**config.mk**
```make
export PLATFORM = sky130hd
export DESIGN_NAME = aes_frame_assembler
export DESIGN_NICKNAME = d
export VERILOG_FILES = /design/src/rtl/aes_uart_pkg.sv /design/src/rtl/uart_gap_timer.sv /design/src/rtl/aes_frame_assembler.sv
export SDC_FILE = /design/constraint.sdc
export NUM_CORES = 1
export LEC_CHECK = 0
export BUFFER_PORTS_ARGS = -buffer_cell sky130_fd_sc_hd__buf_2
export CORE_MARGIN = 2
export CORE_UTILIZATION = 48
export DETAILED_ROUTE_END_ITERATION = 6
export PLACE_DENSITY = 0.76
export SYNTH_ARGS = -nofsm -noshare
export SYNTH_HDL_FRONTEND = slang
export SYNTH_SLANG_ARGS = --single-unit
```
**constraint.sdc**
```tcl
create_clock -name clk -period 2.5 [get_ports clk]
set_input_delay 0.25 -clock clk [delete_from_list [all_inputs] [get_ports clk]]
set_output_delay 0.25 -clock clk [all_outputs]
set_load 0.02 [all_outputs]
```
**src/rtl/aes_uart_pkg.sv**
```systemverilog
// Shared constants and state encoding for the UART-to-AES framing path.
// Imported by the frame assembler and any future byte-stream framer.
package aes_uart_pkg;

  localparam int AES_BLOCK_BITS  = 128;
  localparam int AES_BLOCK_BYTES = 16;
  localparam int FRAME_BYTES     = 32;
  localparam int UART_CHAR_BITS  = 10;

  typedef enum logic [1:0] {
    IDLE        = 2'd0,
    COLLECT_KEY = 2'd1,
    COLLECT_PT  = 2'd2,
    VALID       = 2'd3
  } asm_state_t;

  // Idle gap, in clocks, that aborts a partially received frame.
  function automatic int gap_timeout_clks(input int clk_freq, input int baudrate,
                                          input int timeout_bytes);
    return timeout_bytes * UART_CHAR_BITS * (clk_freq / baudrate);
  endfunction

endpackage

```
**src/rtl/uart_gap_timer.sv**
```systemverilog
// Inter-byte gap timer: counts enabled cycles since the last clear and
// pulses expired for one cycle when the gap reaches TIMEOUT_CLKS.
module uart_gap_timer #(
  parameter int TIMEOUT_CLKS = 34720
) (
  input  logic clk,
  input  logic rst_n,
  input  logic clear,
  input  logic enable,
  output logic expired
);

  localparam int W = $clog2(TIMEOUT_CLKS + 1);

  logic [W-1:0] r_count;

  // Fires on the cycle whose edge would take the count to TIMEOUT_CLKS.
  assign expired = enable && (r_count == W'(TIMEOUT_CLKS - 1));

  always_ff @(posedge clk or negedge rst_n) begin
    if (!rst_n) begin
      r_count <= '0;
    end else if (clear || !enable || expired) begin
      r_count <= '0;
    end else begin
      r_count <= r_count + 1'b1;
    end
  end

endmodule

```
**src/rtl/aes_frame_assembler.sv**
```systemverilog
// Packs 32 UART bytes into a 128-bit key plus 128-bit plaintext and offers
// them over valid/ready; aborts partial frames after an idle gap.
module aes_frame_assembler
  import aes_uart_pkg::*;
#(
  parameter int CLK_FREQ      = 100_000_000,
  parameter int BAUDRATE      = 115_200,
  parameter int TIMEOUT_BYTES = 4
) (
  input  logic                      clk,
  input  logic                      rst_n,
  input  logic [7:0]                data_in,
  input  logic                      data_in_done,
  output logic [AES_BLOCK_BITS-1:0] key_out,
  output logic [AES_BLOCK_BITS-1:0] plaintext_out,
  output logic                      block_valid,
  input  logic                      block_ready,
  output logic                      busy,
  output logic                      timeout_err,
  output logic                      overflow_err
);

  localparam int         TIMEOUT_CLKS = gap_timeout_clks(CLK_FREQ, BAUDRATE, TIMEOUT_BYTES);
  localparam logic [4:0] LAST_KEY_IDX = 5'(AES_BLOCK_BYTES - 1);
  localparam logic [4:0] LAST_IDX     = 5'(FRAME_BYTES - 1);

  asm_state_t                r_state;
  logic [4:0]                r_count;
  logic [AES_BLOCK_BITS-1:0] r_key;
  logic [AES_BLOCK_BITS-1:0] r_pt;
  logic                      r_block_valid;
  logic                      r_busy;
  logic                      r_timeout_err;
  logic                      r_overflow_err;

  logic w_collecting;
  logic w_expired;

  assign w_collecting = (r_state == COLLECT_KEY) || (r_state == COLLECT_PT);

  uart_gap_timer #(
    .TIMEOUT_CLKS(TIMEOUT_CLKS)
  ) u_gap_timer (
    .clk    (clk),
    .rst_n  (rst_n),
    .clear  (data_in_done),
    .enable (w_collecting),
    .expired(w_expired)
  );

  always_ff @(posedge clk or negedge rst_n) begin
    if (!rst_n) begin
      r_state        <= IDLE;
      r_count        <= '0;
      r_key          <= '0;
      r_pt           <= '0;
      r_block_valid  <= 1'b0;
      r_busy         <= 1'b0;
      r_timeout_err  <= 1'b0;
      r_overflow_err <= 1'b0;
    end else begin
      r_timeout_err  <= 1'b0;
      r_overflow_err <= 1'b0;
      case (r_state)
        IDLE: begin
          if (data_in_done) begin
            r_key   <= {r_key[AES_BLOCK_BITS-9:0], data_in};
            r_count <= 5'd1;
            r_state <= COLLECT_KEY;
            r_busy  <= 1'b1;
          end
        end
        COLLECT_KEY, COLLECT_PT: begin
          if (w_expired) begin
            // A byte landing on the expiry cycle starts the next frame.
            r_timeout_err <= 1'b1;
            if (data_in_done) begin
              r_key   <= {r_key[AES_BLOCK_BITS-9:0], data_in};
              r_count <= 5'd1;
              r_state <= COLLECT_KEY;
            end else begin
              r_count <= '0;
              r_state <= IDLE;
              r_busy  <= 1'b0;
            end
          end else if (data_in_done) begin
            if (r_state == COLLECT_KEY) begin
              r_key <= {r_key[AES_BLOCK_BITS-9:0], data_in};
              if (r_count == LAST_KEY_IDX) r_state <= COLLECT_PT;
              r_count <= r_count + 5'd1;
            end else begin
              r_pt <= {r_pt[AES_BLOCK_BITS-9:0], data_in};
              if (r_count == LAST_IDX) begin
                r_count       <= '0;
                r_state       <= VALID;
                r_block_valid <= 1'b1;
                r_busy        <= 1'b0;
              end else begin
                r_count <= r_count + 5'd1;
              end
            end
          end
        end
        VALID: begin
          if (block_ready) begin
            r_block_valid <= 1'b0;
            if (data_in_done) begin
              r_key   <= {r_key[AES_BLOCK_BITS-9:0], data_in};
              r_count <= 5'd1;
              r_state <= COLLECT_KEY;
              r_busy  <= 1'b1;
            end else begin
              r_state <= IDLE;
            end
          end else if (data_in_done) begin
            r_overflow_err <= 1'b1;
          end
        end
        default: r_state <= IDLE;
      endcase
    end
  end

  assign key_out       = r_key;
  assign plaintext_out = r_pt;
  assign block_valid   = r_block_valid;
  assign busy          = r_busy;
  assign timeout_err   = r_timeout_err;
  assign overflow_err  = r_overflow_err;

endmodule

```
Word level (Yosys, flattened, before mapping)
Cells that the tools add are included.

Bits of input ports: 12. Flip-flop bits (word level): 283.

Reductions and logical operators: 14. Add/sub/neg operators: 2. Bitwise operators: 2. Multiplexer cells: 43. Equality and inequality tests: 19.

Operator list (count): $mux 128 (5); $pmux 128 s3 (1); $mux 5 (6); $mux 1 (19); $add 16x1->16 const B (1); $eq 16x16->1 const B (1); $mux 16 (1); $pmux 5 s3 (1); $mux 2 (7); $ne 2x2->1 const B (6); $ne 3x2->1 const B (4); $reduce_and 5->1 (2); $ne 4x3->1 const B (2); $pmux 2 s3 (1); $reduce_and 6->1 (1); $add 5x1->5 const B (1); $eq 5x4->1 const B (1); $eq 5x5->1 const B (1); $eq 2x2->1 const B (2); $reduce_and 4->1 (1); $logic_or 1x1->1 (3); $ne 3x3->1 const B (1); $pmux 1 s3 (1); $reduce_and 3->1 (1); other kinds (9) (10).

Logic depth before layout (Yosys ltp)
Word-level depth: 6. Gate-level depth with buffers: 8. Mapped depth without buffers: 8.

Cells and area by module
A second synthesis with hierarchy kept.

Cell total of the unflattened synthesis: 700. Area, all modules: 11731.3 um^2.

By module, submodules not included: aes_frame_assembler (seq. area each 6681.4 um^2, area an instance 10896.7 um^2, cells an instance 616, times used 1); uart_gap_timer (seq. area each 400.4 um^2, area an instance 834.6 um^2, cells an instance 84, times used 1).

Least setup slack after synthesis
OpenSTA, ideal clock, no wires.

Path type: register to register. Start: register u_gap_timer.r_count[6]. End: register r_pt[100] (netlist: plaintext_out[100]). Arrival time: 2.253 ns. Period minus slack after synthesis: 2.381 ns. Slack: 0.119 ns. Cell stages (with the launch flop): 8. Path through: dfrtp_1 -> or4b_4 -> nor4_4 -> nand2b_1 -> or3_2 -> buf_6 -> buf_6 -> mux2_1.

Longest elaborated chain between the ends: 4.

RTL lines: start, declared (RTL line uart_gap_timer.sv:15) `logic [W-1:0] r_count;`; start signal, assigned (RTL line uart_gap_timer.sv:26) `r_count <= r_count + 1'b1;`; $eq 16x16->1 (RTL line uart_gap_timer.sv:18) `assign expired = enable && (r_count == W'(TIMEOUT_CLKS - 1));`; $logic_and 1x1->1 (RTL line uart_gap_timer.sv:18); $not 1->1 (no source line); $reduce_and 4->1 (no source line); end signal, assigned (RTL line aes_frame_assembler.sv:92) `r_pt <= {r_pt[AES_BLOCK_BITS-9:0], data_in};`; end, declared (RTL line aes_frame_assembler.sv:30) `logic [AES_BLOCK_BITS-1:0] r_pt;`.

Every way passes these cells. A chain may end at the register's enable or synchronous reset.

Worst setup path in the final report
Start: register u_gap_timer.r_count[6]. End: register r_key[78] (netlist: key_out[78]).

Longest elaborated chain between the ends: 4.

RTL lines: $eq 16x16->1 (*) (RTL line uart_gap_timer.sv:18); $logic_and 1x1->1 (*) (RTL line uart_gap_timer.sv:18); $ne 3x2->1 (no source line) / $mux 128 (equally long branches); $reduce_and 3->1 (no source line) / $pmux 128 s3 (equally long branches); end signal, assigned (RTL line aes_frame_assembler.sv:67) `r_key <= {r_key[AES_BLOCK_BITS-9:0], data_in};`; end signal, assigned (RTL line aes_frame_assembler.sv:78) `r_key <= {r_key[AES_BLOCK_BITS-9:0], data_in};`; end signal, assigned (RTL line aes_frame_assembler.sv:88) `r_key <= {r_key[AES_BLOCK_BITS-9:0], data_in};`; end, declared (RTL line aes_frame_assembler.sv:29) `logic [AES_BLOCK_BITS-1:0] r_key;`.

Mark *: on every way between the ends. The rest lies on a longest branch, timed or not.

==> results_dict.tcl <==
set metrics [dict create \
    setup_tns_ns 0 \
    timing.fmax_ghz 0.428 \
    core_area_um2 22600 \
    yosysTopAreaCellShare_pct 64.2 \
    placed_area_um2 13000 \
    post-route-min-period_ns 2.33 \
    crit_buf_inv 2 \
    cp-endpoint "key_out[78]$_DFFE_PN0P_" \
    ys_top_cells_by_count "283 x dfrtp_1, 144 x mux2_1, 113 x mux2_2" \
    synthArstFlopShare_pct 100 \
    synth_area_leaders "dfrtp_1 64%, mux2_1 15%, mux2_2 12%, buf_6 1.6%, ha_1 1.1%" \
    vias 6726 \
    drcViolationCount 0 \
    grt_pass1_vias 6879 \
    fin_skew_ns 0.0142 \
    p_per_area_nw_per_um2 1520 \
    ff2ff_setup_slack_ns 0.17 \
    synthCells 693 \
    synth_edf_count 0 \
    maxSlewHeadroom_pct 58.1 \
    postLayoutCoreUtil_pct 62.2 \
    grt_pass1_wl_mm 37.2 \
    drt-total-wl_mm 23.0 \
    hold-worst-slack_ns 0.0432 \
    syn_area_per_cell_um2 15.9 \
    cts_tree "built" \
    synth.most_common_cell "dfrtp_1" \
    register_area_um2 7080 \
    synth-main-ff-cell "dfrtp_1" \
    grt_start_max_net_pins 62 \
    cpPeakStageDelay_ns 0.56 \
    antennaDiodeCount 0 \
    hpwl_mm 16.8 \
    critPathMaxFanout 21 \
    finalCritPeriodShare_pct 93.4 \
    crit_path_top_delay_cell "or4b_4" \
    areaGrowthSynthToFinish_pct 27.2 \
    die_w_um 156 \
    place.gp.congestion 0.825 \
    dieHeight_um 156 \
    path_cells "or4b_4, nor4_4, nand2_2, a21oi_4, buf_12, buf_12, mux2_2" \
    io_pins 272 \
    fill_cells 1748 \
    rr_worst_depth 7 \
    die-area_um2 24200 \
    finalNetCount 1037 \
    critPathRequiredTime_ns 2.91 \
    outcome "completed" \
    cts_inserted_buffers 29 \
    timing.rr.start "u_gap_timer.r_count[6]$_DFF_PN0_" \
    routedWlPerCell_um 17.4 \
    drt_pre_antenna_iters 4 \
    rsz0062_at_grt "no" \
    routed_via_density 5.09 \
    antenna_found_initial 0 \
    postRouteAntennaNets 0 \
    ys_seq_elements 283 \
    drtIter0Drc 244 \
    arrival_ns 2.74 \
    cts.path.max_buffers 3 \
    synth.cell_area_um2 11000 \
    max-vdd-ir-drop_v 0.000792 \
    min_path_type "input port to flip-flop" \
    setup_viol 0 \
    htree_levels 1 \
    drv_cap 0 \
    start_kind "flip-flop" \
    cp.depth 7 \
    io_buffers 271 \
    hold_violations 0 \
    cts-root-buf "clkbuf_16" \
    startpoint "u_gap_timer.r_count[6]$_DFF_PN0_" \
    synth_cell_types 38 \
    drive_above_1_share_pct 46.1 \
    leakagePower_uw 0.00706 \
    grtUsageTotal_pct 18.9 \
    reg2reg_to "key_out[78]$_DFFE_PN0P_" \
    path_common_cell "buf_12" \
    path_class "flip-flop to flip-flop" \
    clk_latency_ns 0.54 \
    rows 55 \
    finalInstanceArea_um2 14000 \
    slew_viol_final 0 \
    critPathCaptureType "flip-flop" \
    multi_input_area_um2 3670 \
    tightest_slew_ns 0.623 \
    synth_nets 715 \
    synth_seq_area_share_pct 64.2 \
    synth_area_leader_cell "dfrtp_1" \
    yosysWarnings 0 \
    clkTransAtPathRegs_ns 0.06 \
    cts.sinks 283 \
    grt_overflow 0 \
    path_delay_family "simple AND/OR/NAND/NOR gates" \
    initial_core_util_pct 48.9 \
]
==> logic make-up (layout without fill, tap and decap cells) <==
kind of cell / count (synthesis) / count (layout) / share of synthesized area, %
fa+ha+maj: 10 / 10 / 1.13
flops: 283 / 283 / 64.2
compound gates: 17 / 17 / 1.01
xor+xnor: 14 / 14 / 1.11
simple gates: 73 / 73 / 3.48
buf+inv: 38 / 381 / 2.79
mux: 258 / 258 / 26.3
==> report_power, final <==
part           switching, uW  leakage, uW  total, uW  internal (uW)
registers               1510      0.00356       8120           6610
clock network           1700     0.000461       4170           2470
logic                   5070      0.00304       9010           3940
==> how the worst min path moves through the flow <==
stage	startpoint	endpoint	depth (start not counted)
finish	block_ready	overflow_err$_DFF_PN0_	3
global route	block_ready	overflow_err$_DFF_PN0_	3
CTS	block_ready	overflow_err$_DFF_PN0_	3
detailed placement	rst_n	key_out[115]$_DFFE_PN0P_	1
global placement	rst_n	key_out[115]$_DFFE_PN0P_	1
floorplan	rst_n	block_valid$_DFFE_PN0P_	0
==> per-layer routing <==
layer  wire length (um)  vias up  global-route usage, %
met2              10900      193                   30.5
met3               1310       53                   4.17
met4                829        0                   6.47
li1                   -     3100                      -
met1               9960     3380                   25.5
met5                  0        -                      0
==> placed cells by master, fill, tap and decap left out, types with 3 or more instances in the layout <==
| cell type | synthesis | routed |
|---|---|---|
| dfrtp_1 | 283 | 282 |
| buf_2 | 0 | 270 |
| mux2_1 | 144 | 144 |
| mux2_2 | 113 | 113 |
| clkbuf_16 | 0 | 29 |
| buf_4 | 12 | 24 |
| nor2_1 | 22 | 22 |
| buf_12 | 0 | 16 |
| nand2_1 | 12 | 12 |
| nand3_1 | 11 | 11 |
| ha_1 | 10 | 10 |
| inv_1 | 9 | 9 |
| dlygate4sd3_1 | 0 | 9 |
| xor2_1 | 8 | 8 |
| clkbuf_8 | 0 | 8 |
| xnor2_1 | 6 | 6 |
| clkbuf_1 | 1 | 6 |
| nand2b_1 | 5 | 5 |
| o21ai_0 | 5 | 5 |
| nor3_1 | 4 | 4 |
| clkinv_2 | 0 | 4 |
| nor2b_1 | 3 | 3 |
| and3_1 | 3 | 3 |
==> metrics by stage <==
step,worst slack (ns),cells,power [uW]
4_1_cts,0.0449,1317,21500
3_5_place_dp,0.0619,1256,17200
2_1_floorplan,0.119,693,13800
5_1_grt,0.00698,1321,22500
6_report,0.166,1321,21300
3_3_place_gp,0.133,1256,16900
==> what timing repair did <==
item / 4_1_cts / 5_1_grt
resized for setup: 0 / 2
hold endpoints to repair: 71 / 0
hold buffers: 9 / 0
buffers inserted: 0 / 4
endpoints found under the setup margin: 0 / 90
==> area by class of cell <==
class | instances | area share, %
Timing Repair Buffer | 320 | 13.9
Sequential cell | 283 | 50.5
Clock inverter | 9 | 0.588
Inverter | 9 | 0.241
Clock buffer | 43 | 6.11
Tap cell | 285 | 2.54
Multi-Input combinational cell | 372 | 26.1
==> flip-flops by register name, indices dropped and copies added, names as in the netlist <==
register	cells
key_out	128
plaintext_out	128
u_gap_timer.r_count	16
r_count	5
r_state	2
block_valid	1
busy	1
overflow_err	1
timeout_err	1
==> worst register-to-register path, cell delays in order (launching register included) <==
cell	delay (ns)
dfrtp_1	0.38
or4b_4	0.57
nor4_4	0.21
nand2_2	0.12
a21oi_4	0.18
buf_12	0.19
buf_12	0.20
mux2_2	0.35
No activity file was read; power rests on OpenSTA's default activity.
